===== config.mk =====
export PLATFORM = sky130hd
export DESIGN_NAME = router_ctrl_n
export DESIGN_NICKNAME = d
export VERILOG_FILES = /design/src/rtl/router_ctrl_n.sv
export SDC_FILE = /design/constraint.sdc
export NUM_CORES = 1
export LEC_CHECK = 0
export CAP_MARGIN = 20
export CORE_AREA = 3 3 58 60
export DETAILED_ROUTE_END_ITERATION = 10
export DIE_AREA = 0 0 61 63
export GPL_TIMING_DRIVEN = 0
export HOLD_SLACK_MARGIN = 0.15
export PLACE_DENSITY = 0.77
export SKIP_LAST_GASP = 1
export SYNTH_ARGS = -nofsm -noshare
export SYNTH_HDL_FRONTEND = slang
export SYNTH_SLANG_ARGS = --single-unit

===== constraint.sdc =====
create_clock -name clk -period 1.6 [get_ports clk]
set_input_delay 0.32 -clock clk [delete_from_list [all_inputs] [get_ports clk]]
set_output_delay 0.32 -clock clk [all_outputs]
set_load 0.1 [all_outputs]

===== src/rtl/router_ctrl_n.sv =====
// Control FSM for the 1-to-N packet router: header decode, port latch,
// load sequencing, FIFO-full stalls, per-port soft reset and length check.
module router_ctrl_n #(
    parameter int NUM_PORTS = 3,
    parameter int ADDR_W    = 2,
    parameter int DATA_W    = 8
) (
    input  logic                 clk,
    input  logic                 rstn,
    input  logic                 pkt_valid,
    input  logic [DATA_W-1:0]    din,
    input  logic                 fifo_full,
    input  logic [NUM_PORTS-1:0] fifo_empty,
    input  logic [NUM_PORTS-1:0] soft_rst,
    input  logic                 low_pkt_valid,
    input  logic                 parity_done,
    output logic                 detect_addr,
    output logic                 lfd_state,
    output logic                 ld_state,
    output logic                 full_state,
    output logic                 laf_state,
    output logic                 drop_state,
    output logic                 write_enb_reg,
    output logic                 rst_int_reg,
    output logic                 busy,
    output logic [ADDR_W-1:0]    port_sel,
    output logic                 len_err
);

    localparam int LEN_W = DATA_W - ADDR_W;
    localparam int NSLOT = 2 ** ADDR_W;
    localparam logic [ADDR_W:0] NP = (ADDR_W + 1)'(NUM_PORTS);

    typedef enum logic [3:0] {
        DECODE,
        LOAD_FIRST,
        LOAD_DATA,
        FIFO_FULL,
        LOAD_AFTER_FULL,
        LOAD_PARITY,
        CHECK_PARITY,
        WAIT_EMPTY,
        DROP
    } state_t;

    state_t            state, nxt;
    logic [LEN_W-1:0]  cnt;
    logic [LEN_W-1:0]  pkt_len;
    logic [ADDR_W-1:0] addr;
    logic [NSLOT-1:0]  empty_pad;
    logic [NSLOT-1:0]  soft_pad;
    logic              addr_bad;
    logic              soft_hit;

    // Pad per-port flags to the full address space so any address indexes safely.
    always_comb begin
        empty_pad = '0;
        soft_pad  = '0;
        empty_pad[NUM_PORTS-1:0] = fifo_empty;
        soft_pad[NUM_PORTS-1:0]  = soft_rst;
    end

    assign addr     = din[ADDR_W-1:0];
    assign addr_bad = {1'b0, addr} >= NP;
    assign soft_hit = soft_pad[port_sel] && (state != DECODE);

    always_ff @(posedge clk) begin
        if (!rstn) begin
            state    <= DECODE;
            port_sel <= '0;
            pkt_len  <= '0;
            cnt      <= '0;
        end else begin
            state <= nxt;
            if (soft_hit || state == DECODE)
                cnt <= '0;
            else if ((state == LOAD_FIRST || state == LOAD_DATA) && pkt_valid && cnt != '1)
                cnt <= cnt + LEN_W'(1);
            if (state == DECODE && pkt_valid) begin
                port_sel <= addr;
                pkt_len  <= din[DATA_W-1:ADDR_W];
            end
        end
    end

    always_comb begin
        nxt = state;
        if (soft_hit) begin
            nxt = DECODE;
        end else begin
            case (state)
                DECODE: begin
                    if (pkt_valid) begin
                        if (addr_bad)             nxt = DROP;
                        else if (empty_pad[addr]) nxt = LOAD_FIRST;
                        else                      nxt = WAIT_EMPTY;
                    end
                end
                LOAD_FIRST: nxt = LOAD_DATA;
                LOAD_DATA: begin
                    if (fifo_full)       nxt = FIFO_FULL;
                    else if (!pkt_valid) nxt = LOAD_PARITY;
                end
                FIFO_FULL: if (!fifo_full) nxt = LOAD_AFTER_FULL;
                LOAD_AFTER_FULL: begin
                    if (parity_done)        nxt = DECODE;
                    else if (low_pkt_valid) nxt = LOAD_PARITY;
                    else                    nxt = LOAD_DATA;
                end
                LOAD_PARITY:  nxt = CHECK_PARITY;
                CHECK_PARITY: nxt = fifo_full ? FIFO_FULL : DECODE;
                WAIT_EMPTY:   if (empty_pad[port_sel]) nxt = LOAD_FIRST;
                DROP:         if (!pkt_valid) nxt = DECODE;
                default:      nxt = DECODE;
            endcase
        end
    end

    // Outputs depend only on registered state, never on inputs.
    always_comb begin
        detect_addr   = (state == DECODE);
        lfd_state     = (state == LOAD_FIRST);
        ld_state      = (state == LOAD_DATA);
        full_state    = (state == FIFO_FULL);
        laf_state     = (state == LOAD_AFTER_FULL);
        drop_state    = (state == DROP);
        write_enb_reg = (state == LOAD_DATA) || (state == LOAD_AFTER_FULL) || (state == LOAD_PARITY);
        rst_int_reg   = (state == CHECK_PARITY);
        busy          = !((state == DECODE) || (state == LOAD_DATA) || (state == DROP));
        len_err       = (state == CHECK_PARITY) && (cnt != pkt_len);
    end

endmodule


# Word-level counts from Yosys, hierarchy flattened
# Index checks and enable logic that the tools add are counted.
[totals] reg_bits=18 input_bits=20 out_inout_bits=12 word_cells=59
[classes] addsub=1 order_cmp=3 n_eq_ne=15 mux=18 n_bitwise=1 n_reduce_logical=17
[op_table] operator="case mux 4 bit (9 select lines)" n=1
[op_table] operator="two-way mux 4 bit" n=7
[op_table] operator="== test 4 x 3 -> 1 bit, second input constant" n=4
[op_table] operator="two-way mux 3 bit" n=3
[op_table] operator="== test 4 x 2 -> 1 bit, second input constant" n=2
[op_table] operator="!= test 2 bit, second input constant" n=4
[op_table] operator="adder 6 x 1 -> 6 bit, second input constant" n=1
[op_table] operator="binary-select mux 1 bit (select 2 bit)" n=3
[op_table] operator="logical OR 1 bit" n=6
[op_table] operator="< comparator 2 x 3 -> 1 bit, second input constant" n=2
[op_table] operator="!= test 6 bit" n=1
[op_table] operator="!= test 6 bit, second input constant" n=1
[op_table] operator="logical AND 1 bit" n=5
[op_table] operator="AND reduction 5 bit" n=1
[op_table] operator="== test 4 x 1 -> 1 bit, second input constant" n=1
[op_table] operator="== test 4 bit, second input constant" n=1
[op_table] operator="logical NOT 4 bit" n=1
[op_table] operator="nonzero test 4 bit" n=1
[op_table] operator="OR reduction 2 bit" n=2
[op_table] operator="two-way mux 1 bit" n=3
[op_table] operator="!= test 3 bit, second input constant" n=1
[op_table] operator="greater-or-equal comparator 2 bit, second input constant" n=1
[op_table] operator="two-way mux 2 bit" n=1
[op_table] operator="logical NOT 1 bit" n=1
[op_table] operator="NOT 1 bit" n=1

# Longest topological paths before layout
# Gate-level depths: netlist of run 1.
[depth] word_depth=6 mapped_depth=6 ltp_nobuf=5

# Worst setup path after synthesis of run 1
# No wires, ideal clock.
[synth_timing] kind="register -> output" start="register state[1]" end="output port len_err" arrival_ps=3976 required_time_ps=1280 path_slack_ps=-2696 stages_incl_launch_ff=6 cell_sequence="dfxtp_1 > buf_4 > clkbuf_1 > nand2_1 > nor3_1 > o31a_1"
[synth_via] elab_chain_cells=2
[synth_rtl] element="start: declaration" line_no="46" rtl="state_t state, nxt;"
[synth_rtl] element="start signal: assignment" line_no="74" rtl="state <= nxt;"
[synth_rtl] element="== test 4 x 3 -> 1 bit"
[synth_rtl] element="via rst_int_reg" line_no="24" rtl="output logic rst_int_reg,"
[synth_rtl] element="logical AND 1 bit" line_no="130" rtl="len_err = (state == CHECK_PARITY) && (cnt != pkt_len);"
[synth_rtl] element="end: declaration" line_no="27" rtl="output logic len_err"
# The timed path passes the listed nets, and every way through them passes these cells.

# Worst setup path after layout of run 1
[layout_timing] start="register state[1]" end="output port write_enb_reg"
[layout_via] elab_chain_cells=3
[layout_rtl] element="== test 4 x 2 -> 1 bit or == test 4 x 3 -> 1 bit (tied branches)" line_no="127" rtl="write_enb_reg = (state == LOAD_DATA) || (state == LOAD_AFTER_FULL) || (state == LOAD_PARITY);"
[layout_rtl] element="logical OR 1 bit" line_no="127"
[layout_rtl] element="logical OR 1 bit *" line_no="127"
[layout_rtl] element="end: declaration" line_no="23" rtl="output logic write_enb_reg,"
# Mark *: on every way between the ends. The rest lies on a longest branch, timed or not.

==> run metrics, run 1 <==
status=finished, violations left; Final Skew=0.00429 ns; CTS root buffer=clkbuf_4; Ports=32; hpwl dp=2410 um; required time at the worst-slack endpoint=1.28 ns; Worst path max stage delay=0.34 ns; worst-path cell chain=buf_8 -> clkbuf_16 -> nand2b_4 -> o21a_1 -> nor2_4 -> buf_12; Worst Tran Pin Value=0.486 ns; PD cells=1910 mW/mm^2; Syn Area/Cell=8.16 um^2; die area=0.00384 mm^2; Hold Vio Cnt, Final=0; Synth Area in Compound Gates=22.5%; Crit path depth=6; top-area cell type share of the netlist area=29.6%; commonest non-fill, non-tap cells in the layout=18 x clkdlybuf4s50_1, 13 x nand3_1, 13 x buf_4; post-synth cell types=47; violated checks=setup timing; Net Sw Power=0.00206 W; worst hold-check path type=reg2reg; post-layout power=0.00413 W; Switching Share=50.0%; Comb pwr share=77.9%; H-tree depth=1; Num CTS Buffers=3; Post-Synth Simple-Gate Area=29.8%; VDD IR-drop max=1730 uV; Synth area leader=dfxtp_1; core area=0.00298 mm^2; CP max-delay cell=dfxtp_2; Worst slew margin=67.8%; Final #Nets=223; row cnt=20; Primary FF master, synth=dfxtp_1; Post-Route WL=3640 um; hold path start=pkt_len[5]$_SDFFE_PN0P_; # clock sinks=18; Area growth, synth to finish=77.4%; vias in the first global route=1336; critical path class=reg2out; hold path cells=2; All-Layer GR Usage=20.4%; Setup crit end kind=output port; Starting Density=40.8%; Die Wd=61 um; Worst Setup Start Kind=flip-flop; FMAX=545 MHz; EDFF count, synth=0; Ys Warns=0; Power Internal=0.00206 W; fin. max-slew vios=0; gr ovfl total=0; Critical Path Fanout Max=6; Initial DRC Count=40; Final WS setup=-0.235 ns; maximum clock path buffer count=2; largest cells by area after synthesis=dfxtp_1 30%, nand3_1 5.3%, a21boi_0 4.9%, nand2_1 4.6%, nor2_1 3.7%; Port Buffers=31; power share of the clock group=6.8%; register bit total from synthesis=18; largest family of logic cells by synthesized area=simple AND/OR/NAND/NOR gates; clk slew on worst S/H paths=0.11 ns; Critical R2R Capture=cnt[5]$_SDFFE_PP0P_; Synth Area in XOR/XNOR=8.02%; Reg-to-Reg Start=state[1]$_SDFFE_PP0P_; largest net degree at the start of global routing=11; Synth Area in Adders=1.03%; TritonRoute pass-1 iters=4; syn_nets=170; post-synthesis async set-or-reset flop share=0%; CTS tree=done; multiplexer share of the synthesized area=4.22%; commonest non-fill, non-tap cell in the layout=clkdlybuf4s50_1; first-pass GRT wire length=6050 um; final setup fails=11; Synth Instances=149; Leak Pwr=0.817 nW; Post-CTS Hold Fix Bufs=0; FILL cells=210; power share of the sequential group=15.3%; post-synthesis sequential area ratio=29.6%; synthesized cell area=0.00122 mm^2; Avg WL per Cell=15.6 um; post-route ant nets=0; Buffers & Inverters on Critical Path=3; Max Cap Violations=0; ANT cells=0; RSZ-0062 raised after global routing=true; Arrival @ worst endpoint=1.51 ns; clock latency on the worst-skew pair=0.29 ns; Via density=5.71; die height=63 um; Worst Reg-to-Reg Cells=6; Top Family by Delay on Critical Path=buffers and inverters; Worst R2R Setup Slack=-0.06 ns; DP Worst Slack=-0.948 ns; vias=1335; antenna violations before repair=0; DRC errors left=0; layout cells sized above 1=39.8%; min Tclk post-route=1.83 ns; setup tns final=-1.43 ns; Endpoint, Worst Hold=pkt_len[5]$_SDFFE_PN0P_; Final Cycle Share=115%; RD Place Congestion=0.805
-- cells in the mapped netlist (3+ instances only) --
master and n:
nand3_1 13, xnor2_1 4, mux2i_1 4, xor2_1 4, or3_1 3, nand2b_1 5, nand2_1 15, nor2_1 12
a21oi_1 6, a21boi_0 8, inv_1 4, o21a_1 4, dfxtp_1 18, clkbuf_1 5, nor3_1 4, nand3b_1 4
-- state kept, by name, summed over array words and instances (netlist names) --
signal    cells
cnt           6
pkt_len       6
port_sel      2
state         4
-- tightest hold or removal path, cell delays in order, from the launching register on --
cell and delay (ns):
dfxtp_1 0.33, nand2_1 0.05, a21boi_0 0.07
-- final cells by class --
type	count	area (um^2)	share of cell area, %
tap	33	41.3	1.91
inverter	4	15.0	0.696
timing repair buffer	49	566	26.2
clock buffer	4	36.3	1.68
buffer	7	140	6.50
multi-input combinational	119	973	45.1
sequential	18	385	17.9
-- metrics by stage --
step	hold slack (ns)	instances	cell area, um^2	utilization, %
final	0.489	234	2160	72.4
after global routing	0.512	234	2160	72.4
after CTS	0.489	230	2090	70.2
after detailed placement	0.474	213	1710	57.5
after global placement	0.470	213	1710	57.5
after floorplan	0.455	149	1360	-
-- kinds of logic after synthesis --
logic type / count (synthesis)
mux: 5
flops: 18
fa+ha+maj: 1
simple gates: 68
xor+xnor: 9
buf+inv: 12
compound gates: 36
-- power groups by stage --
stage / logic, W / registers (W) / clock network, W
3_3_place_gp: 0.00230 / 0.000619 / 0
2_1_floorplan: 0.00182 / 0.000682 / 0
5_1_grt: 0.00339 / 0.000644 / 0.000312
6_report: 0.00321 / 0.000632 / 0.000282
4_1_cts: 0.00307 / 0.000631 / 0.000286
3_5_place_dp: 0.00234 / 0.000626 / 0
-- worst max-delay path by stage --
stage                                startpoint             to
after floorplan           state[1]$_SDFFE_PP0P_        len_err
after global placement    state[1]$_SDFFE_PP0P_  write_enb_reg
after detailed placement  state[1]$_SDFFE_PP0P_  write_enb_reg
after CTS                 state[1]$_SDFFE_PP0P_        len_err
after global routing      state[1]$_SDFFE_PP0P_  write_enb_reg
final                     state[1]$_SDFFE_PP0P_  write_enb_reg
-- routing by layer --
metal  global-route usage, %  vias to the layer above  part of all wire [%]
met5                       0                        -                     0
met2                    37.2                       44                    57
li1                        -                      649                     -
met4                    3.79                        0                  0.69
met3                    3.31                        5                   3.9
met1                    24.4                      637                    38
-- timing repair --
action | 4_1_cts | 5_1_grt
gates resized for setup | 129 | 13
endpoints found under the hold margin | 0 | 0
setup buffers | 14 | 4
pin swaps | 8 | 6
endpoints found under the setup margin | 16 | 19
Power figures use the tool's default switching activity.
==> inputs of run 2 (changes only) <==
--- a/config.mk
+++ b/config.mk
@@ -12,6 +12,7 @@
 export GPL_TIMING_DRIVEN = 0
 export HOLD_SLACK_MARGIN = 0.15
 export PLACE_DENSITY = 0.77
+export SETUP_SLACK_MARGIN = 0.5
 export SKIP_LAST_GASP = 1
 export SYNTH_ARGS = -nofsm -noshare
 export SYNTH_HDL_FRONTEND = slang
==> run 2 against run 1 <==
  * Clock power fell by 18%
  * Sequential share of layout area down 2.5 points
  * Clock skew grew 0.0013 ns
  * The run still ends with setup timing left
  * Die area stayed put
  * Fmax decreased by 0.34%
  * First-iteration DRC count is 28% higher
  * Routed wire length is 36% higher
  * Sequential cell count is the same
  * Critical path depth stayed put
==> run metrics, run 2 (synthesis gave the netlist of run 1 again) <==
DRC errors left=0 (unchanged); Starting Density=40.8% (unchanged); status=finished, violations left; antenna violations before repair=0 (unchanged); RD Place Congestion=0.844 (+4.8%); fin. max-slew vios=0 (unchanged); vias=1540 (+15%); Setup crit end kind=output port; violated checks=setup timing; Arrival @ worst endpoint=1.52 ns (about the same); post-route ant nets=0 (unchanged); TritonRoute pass-1 iters=4 (unchanged); Largest regs=cnt: 6 flops, pkt_len: 6 flops, state: 4 flops; Critical Path Fanout Max=5 (-1); clock latency on the worst-skew pair=0.30 ns (about the same); Final WS setup=-0.241 ns (-0.00628 ns); Avg WL per Cell=19.2 um (+23%); Max Cap Violations=0 (unchanged); ANT cells=0 (unchanged); Post-CTS Hold Fix Bufs=0 (unchanged); post-route core utilization=84.9% (+12 points); die height=63 um (unchanged); post-layout power=0.00493 W (+20%); PD cells=1950 mW/mm^2 (+2.0%); worst hold-check path type=reg2reg; Final #Nets=248 (+11%); All-Layer GR Usage=24.0% (+3.6 points); CTS tree=done; maximum clock path buffer count=2 (unchanged); Final Cycle Share=115% (+0.39 points); Die Wd=61 um (unchanged); H-tree depth=1 (unchanged); Port Buffers=31 (unchanged); clk slew on worst S/H paths=0.10 ns (about the same); gr ovfl total=0 (unchanged); RSZ-0062 raised after global routing=true; Via density=5.95 (+4.2%); # clock sinks=18 (unchanged); FILL cells=149 (-29%); min Tclk post-route=1.84 ns (+0.00628 ns); VDD IR-drop max=1700 uV (-1.8%); critical path class=reg2out; Reg-to-Reg Start=state[0]$_SDFFE_PP0P_; Num CTS Buffers=3 (unchanged); die area=0.00384 mm^2 (unchanged); CTS root buffer=clkbuf_4; first-pass GRT wire length=6980 um (+15%); hold path start=pkt_len[4]$_SDFFE_PN0P_; Post-Route WL=4960 um (+36%); row cnt=20 (unchanged); vias in the first global route=1535 (+15%); Final Skew=0.00564 ns (+0.00135 ns); CP Launch Point=state[1]$_SDFFE_PP0P_; Ports=32 (unchanged); Initial DRC Count=51 (+28%); layout cells sized above 1=51.8% (+12 points); largest net degree at the start of global routing=11 (unchanged); core area=0.00298 mm^2 (unchanged); Hold Vio Cnt, Final=0 (unchanged); Worst Setup Start Kind=flip-flop; Worst slew margin=74.4% (+6.6 points); required time at the worst-slack endpoint=1.28 ns (about the same); Area growth, synth to finish=108%; commonest non-fill, non-tap cell in the layout=buf_4; FMAX=543 MHz (-0.34%); hpwl dp=2400 um (-0.57%); Leak Pwr=0.983 nW (+20%); final setup fails=15 (+4); placed insts=213 (unchanged); Worst Tran Pin Value=0.383 ns (-0.103 ns); DP Worst Slack=-0.960 ns (-0.0117 ns); commonest non-fill, non-tap cells in the layout=24 x buf_4, 19 x clkdlybuf4s50_1, 16 x buf_6; Non-Filler Instances=259 (+11%)
-- run 2: changes by cell type in the layout (fill, tap and decap cells not counted), sizes merged --
cell / change
buf: +23
clkbuf: +1
clkdlybuf4s50: +1
clkinv: +1
clkinvlp: +1
dlygate4sd2: -1
inv: -1
-- run 2: cell type report --
class | count | area, um^2 | area share, %
buffer | 8 | 149 | 5.89
clock buffer | 3 | 22.5 | 0.891
clock inverter | 1 | 3.75 | 0.148
inverter | 4 | 21.3 | 0.841
multi-input combinational | 119 | 1090 | 43.1
sequential | 18 | 388 | 15.3
tap | 33 | 41.3 | 1.63
timing repair buffer | 73 | 812 | 32.1
-- run 2: final timing paths --
kind	end	slack (ns)	depth (start not counted)
hold / removal	pkt_len[4]$_SDFFE_PN0P_	0.49	2
setup reg to reg	state[1]$_SDFFE_PP0P_	-0.16	7
hold reg to reg	pkt_len[4]$_SDFFE_PN0P_	0.49	2
setup / recovery	len_err	-0.24	6
-- run 2: repair_timing --
| action | in CTS | in global routing |
|---|---|---|
| gates resized for setup | 156 | 25 |
| setup endpoints to repair | 30 | 30 |
| cloned | 2 | 1 |
| pin swaps | 19 | 11 |
| buffers inserted | 26 | 13 |
| hold endpoints to repair | 0 | 0 |
-- run 2: metrics by stage --
stage               setup TNS (ns)  hold WS [ns]  area [um^2]
floorplan                    -2.19         0.455         1390
global placement            -10.15         0.471         1740
detailed placement          -10.75         0.480         1740
CTS                          -1.80         0.495         2330
global route                 -2.94         0.521         2530
finish                       -2.02         0.491         2530
-- run 2: worst max-delay path, cell delays in order, from the launching register on --
cell and delay, ns:
dfxtp_2 0.35, buf_8 0.11, clkbuf_16 0.16, nand2_8 0.06
nor3_4 0.17, o31a_4 0.19, buf_12 0.17
-- run 2: layer usage --
| layer | routed length, um | GRT usage [%] | vias up |
|---|---|---|---|
| li1 | - | - | 697 |
| met1 | 1810 | 24.5 | 752 |
| met2 | 2700 | 44.1 | 69 |
| met3 | 239 | 3.93 | 22 |
| met4 | 209 | 12.5 | 0 |
| met5 | 0 | 0 | - |
-- run 2: report_power, final --
part | internal [W] | leakage (nW) | switching (W)
clock | 0.0000910 | 0.0154 | 0.000141
sequential | 0.000547 | 0.153 | 0.0000926
combinational | 0.00188 | 0.814 | 0.00218
